$ cat config.mk
export PLATFORM = sky130hd
export DESIGN_NAME = unsigned8b_seq_divider
export DESIGN_NICKNAME = d
export VERILOG_FILES = /design/src/rtl/unsigned8b_seq_divider.sv
export SDC_FILE = /design/constraint.sdc
export NUM_CORES = 1
export LEC_CHECK = 0
export BUFFER_PORTS_ARGS = -buffer_cell sky130_fd_sc_hd__buf_2
export CELL_PAD_IN_SITES_DETAIL_PLACEMENT = 1
export CELL_PAD_IN_SITES_GLOBAL_PLACEMENT = 1
export CORE_ASPECT_RATIO = 1.2
export CORE_MARGIN = 2
export CORE_UTILIZATION = 40
export DETAILED_ROUTE_END_ITERATION = 8
export PLACE_DENSITY_LB_ADDON = 0.1
export SYNTH_ARGS = -nofsm -noshare
export SYNTH_HDL_FRONTEND = slang
export SYNTH_SLANG_ARGS = --single-unit
$ cat constraint.sdc
create_clock -name clk -period 2.4 [get_ports clk]
set_input_delay 0.48 -clock clk [delete_from_list [all_inputs] [get_ports clk]]
set_output_delay 0.48 -clock clk [all_outputs]
set_load 0.1 [all_outputs]
$ cat src/rtl/unsigned8b_seq_divider.sv
// unsigned8b_seq_divider
// Iterative unsigned restoring divider: recovers x = z / y from a 2W-bit product z
// and a W-bit factor y, one radix-2 iteration per clock, valid/ready on both sides.
// Optional feature macro: DIV_REM_OUT_EN adds the W-bit remainder output port rem.
module unsigned8b_seq_divider #(
  parameter int W = 8
) (
  input  logic           clk,
  input  logic           rst,
  input  logic           in_valid,
  output logic           in_ready,
  input  logic [2*W-1:0] z,
  input  logic [W-1:0]   y,
  output logic           out_valid,
  input  logic           out_ready,
  output logic [W-1:0]   x,
  output logic           div0,
  output logic           ovf
`ifdef DIV_REM_OUT_EN
  ,
  output logic [W-1:0]   rem
`endif
);

  localparam int CW = $clog2(W + 1);

  typedef enum logic [1:0] {
    IDLE = 2'd0,
    BUSY = 2'd1,
    DONE = 2'd2
  } state_t;

  state_t         state;
  logic [W-1:0]   part_rem;
  logic [W-1:0]   q_shift;
  logic [W-1:0]   y_reg;
  logic [CW-1:0]  cnt;

`ifdef DIV_REM_OUT_EN
  logic [W-1:0]   rem_result;
  assign rem = rem_result;
`endif

  // One extra bit above the W+1-bit trial keeps the borrow visible as a sign bit.
  logic [W+1:0]   diff;
  logic           trial_neg;
  logic [W-1:0]   next_rem;
  logic [W-1:0]   next_q;

  // Accepting new work only from IDLE, and never while reset is held.
  assign in_ready = (state == IDLE) && !rst;

  // One restoring step: subtract y from the shifted partial remainder, keep it if non-negative.
  always_comb begin
    diff      = {1'b0, part_rem, q_shift[W-1]} - {2'b00, y_reg};
    trial_neg = diff[W+1];
    if (trial_neg) begin
      next_rem = {part_rem[W-2:0], q_shift[W-1]};
    end else begin
      next_rem = diff[W-1:0];
    end
    next_q = {q_shift[W-2:0], ~trial_neg};
  end

  // Control FSM plus datapath registers; all outputs are registered here.
  always_ff @(posedge clk) begin
    if (rst) begin
      state      <= IDLE;
      part_rem   <= '0;
      q_shift    <= '0;
      y_reg      <= '0;
      cnt        <= '0;
      out_valid  <= 1'b0;
      x          <= '0;
      div0       <= 1'b0;
      ovf        <= 1'b0;
`ifdef DIV_REM_OUT_EN
      rem_result <= '0;
`endif
    end else begin
      case (state)
        IDLE: begin
          if (in_valid) begin
            y_reg <= y;
            if (y == '0) begin
              div0       <= 1'b1;
              ovf        <= 1'b0;
              x          <= '1;
              part_rem   <= '0;
              out_valid  <= 1'b1;
              state      <= DONE;
`ifdef DIV_REM_OUT_EN
              rem_result <= '0;
`endif
            end else if (z[2*W-1:W] >= y) begin
              div0       <= 1'b0;
              ovf        <= 1'b1;
              x          <= '1;
              part_rem   <= '0;
              out_valid  <= 1'b1;
              state      <= DONE;
`ifdef DIV_REM_OUT_EN
              rem_result <= '0;
`endif
            end else begin
              div0     <= 1'b0;
              ovf      <= 1'b0;
              part_rem <= z[2*W-1:W];
              q_shift  <= z[W-1:0];
              cnt      <= CW'(W);
              state    <= BUSY;
            end
          end
        end
        BUSY: begin
          part_rem <= next_rem;
          q_shift  <= next_q;
          cnt      <= cnt - CW'(1);
          if (cnt == CW'(1)) begin
            x          <= next_q;
            out_valid  <= 1'b1;
            state      <= DONE;
`ifdef DIV_REM_OUT_EN
            rem_result <= next_rem;
`endif
          end
        end
        DONE: begin
          if (out_ready) begin
            out_valid <= 1'b0;
            state     <= IDLE;
          end
        end
        default: begin
          state     <= IDLE;
          out_valid <= 1'b0;
        end
      endcase
    end
  end

endmodule

==> run_results.csv <==
group,metric,value,unit
global_route,antenna_found_initial,0,
global_route,grt.total_usage,22.1,%
pwr,ir_drop,0.352,mV
synth,netlist_area,2460,um^2
cells_and_area,nNetsFinal,400,
timing,clock_skew,0.00865,ns
cells_and_area,layout-drive-gt1-share,23.4,%
setup_path,cp_max_fo,16,
clock_tree,numClockSinks,41,
synth,synth_flop_cell,"dfxtp_1",
routing,viasPerCell,5.34,
timing,relSlewSlack,64.7,%
cells_and_area,seq_area,821,um^2
synth,async_reset_ff_share,0,%
floorplan,ios,40,
flow_run,max-cap-violations,0,
floorplan,die-height,90.0,um
clock_tree,insertion_delay,0.30,ns
setup_path,crit_type,"input port to flop",
setup_path,rr_worst_depth,11,
worst_hold_path,hold_depth,3,
timing,holdWs,0.439,ns
setup_path,r2r_end,"q_shift[0]",
synth,postSynthCellCount,307,
cells_and_area,fillers,768,
timing,fmax,0.456,GHz
synth,ys_seq_elements,41,
pwr,p_leak,1.25,nW
setup_path,rr_startpoint,"y_reg[1]",
timing,rsz0062_at_grt,"false",
routing,ant_nets,0,
routing,drc,0,
timing,hold_viol,0,
synth,synth_cell_type_count,42,
timing,fin_crit,2.19,ns
timing,worstMarginPinSlew,0.524,ns
cells_and_area,synthToLayoutAreaGrowth,20.5,%
clock_tree,htreeDepth,2,
worst_hold_path,hp-start,"y[3]",
worst_hold_path,hold_end,"y_reg[3]",
global_route,grt_overflow_total,0,
clock_tree,cts-buffers-inserted,5,
place,dp_hpwl,5.31,mm
timing,finalSetupViolations,0,
setup_path,end_kind,"flop",
global_route,grt_pass1_vias,2375,
synth,synth_edf_count,0,
place,numPlacedInstances,426,
routing,vias,2329,
floorplan,coreArea,6010,um^2
synth,yosysSeqAreaShare,33.3,%
synth,synth_nets,354,
timing,final.setup.tns,0,ns
clock_tree,ctsLongestPathBuffers,2,
floorplan,die_area,6810,um^2
routing,drt_pre_antenna_iters,4,
place,gp_congestion,0.805,
timing,final_max_slew_viol_count,0,
cells_and_area,final_util,49.4,%
clock_tree,path_clk_slew,0.08,ns
routing,totalWireLength,7.11,mm
global_route,grt_first_pass_wirelength,11.5,mm
cells_and_area,layout.cells.non_filler,436,
cells_and_area,diodes,0,
timing,fin_crit_sh,91.4,%
floorplan,start_util,41.0,%
synth,avgSynthCellArea,8.02,um^2
clock_tree,cts_tree,"built",
floorplan,die_width,75.6,um
synth,synth_warnings,0,
setup_path,r2r_setup_slack,0.21,ns
routing,drtIter0Drc,53,
worst_hold_path,min-delay-path-class,"input port to flop",
setup_path,worstPathRequired,2.59,ns
place,portBuffers,39,
setup_path,worst_setup_path_start_kind,"input port",
cells_and_area,multiInputGateArea,1490,um^2
pwr,cellPowerDensity,808,nW/um^2
global_route,grt_max_degree,42,
floorplan,rows,31,
clock_tree,cts_root_buffer,"clkbuf_8",
routing,wire_per_inst,16.3,um
run_status,status,"finished clean",
setup_path,crit_arrival,2.39,ns
worst max-delay path by stage:
stage                         from           to  slack, ns  cells past startpoint
after global placement        y[2]  part_rem[0]       0.06                      9
after detailed placement      y[7]         x[4]      -0.06                     10
final                         y[7]       cnt[3]       0.21                      9
after floorplan           state[1]     in_ready       0.05                      3
after global routing      y_reg[1]   q_shift[0]       0.04                     11
after CTS                 y_reg[1]  part_rem[3]       0.08                      9
power breakdown:
group / internal (mW) / total [mW] / switching, mW / leakage, nW
registers: 0.766 / 0.841 / 0.0755 / 0.338
clock network: 0.414 / 0.678 / 0.264 / 0.0681
logic: 0.314 / 0.878 / 0.564 / 0.841
stage by stage:
stage	instance area, um^2	setup slack, ns	power [mW]
final	2970	0.205	2.40
after global routing	2970	0.0435	2.54
after CTS	2930	0.0769	2.40
after detailed placement	2790	-0.0589	1.71
after global placement	2790	0.0618	1.69
after floorplan	2470	0.0518	1.48
cells in the mapped netlist, types with 2 or more instances:
cell type	instances	share of area (%)
inv_1	26	4.0
nor2_1	37	5.6
a211oi_1	10	3.0
buf_6	2	0.91
a21o_1	2	0.61
nand2b_1	7	1.8
o31ai_1	2	0.61
or2_2	3	0.76
a221oi_2	6	3.7
a311oi_1	8	2.8
nor2b_1	8	2.0
or4_4	2	0.91
xor2_1	2	0.71
a221oi_1	8	2.8
o21ai_0	5	1.0
a21oi_1	25	5.1
nor3_1	9	1.8
clkbuf_1	11	1.7
nor3b_1	2	0.61
buf_2	2	0.41
nand2_1	41	6.2
o21a_1	2	0.61
o21ai_1	3	0.61
or3_1	3	0.76
dfxtp_1	41	33
ha_1	18	9.1
o21bai_1	7	2.1
placed cells by master (no fill, tap or decap), types with 5 or more instances in the layout:
cell,netlist,final
nand2b_1,7,7
nor2_1,37,37
a21oi_1,25,24
a221oi_1,8,8
ha_1,18,18
o21ai_0,5,5
buf_2,2,39
inv_1,26,26
nand2_1,41,41
dfxtp_1,41,41
a211oi_1,10,10
clkbuf_8,0,5
a221oi_2,6,6
nor3_1,9,8
o21bai_1,7,7
a311oi_1,8,8
nor2b_1,8,7
buf_4,0,15
metal layers:
layer  part of all wire, %  vias up  global-route usage, %
met2                    54       31                   39.8
met3                   1.9        6                   3.48
met4                   1.3        0                   5.85
li1                      -     1166                      -
met5                     0        -                      0
met1                    43     1126                   26.2
kinds of logic (layout without fill, tap and decap cells):
group / Yosys count / count (layout) / share of synthesized area, %
compound gates: 83 / 83 / 25.4
simple gates: 120 / 120 / 23.5
xor+xnor: 2 / 2 / 0.711
buf+inv: 42 / 89 / 7.11
flops: 41 / 41 / 33.3
fa+ha+maj: 19 / 19 / 9.95
repair_timing:
action,in CTS,in global routing
hold buffers,0,0
hold endpoints to repair,0,0
setup endpoints to repair,0,5
buffers inserted,0,2
gates resized for setup,0,3
final cells by class:
type,instances,area share (%)
Sequential cell,41,27.7
Inverter,26,3.29
Clock inverter,3,2.19
Timing Repair Buffer,55,11.0
Tap cell,82,3.46
Multi-Input combinational cell,224,50.0
Clock buffer,5,2.32
worst max-delay path, stage by stage:
cell	delay [ns]
buf_2	0.11
inv_1	0.05
ha_1	0.30
a21oi_1	0.16
o21ai_0	0.22
a211oi_4	0.40
o21a_4	0.28
a21oi_1	0.10
a311oi_1	0.29
No activity file was read; power rests on OpenSTA's default activity.
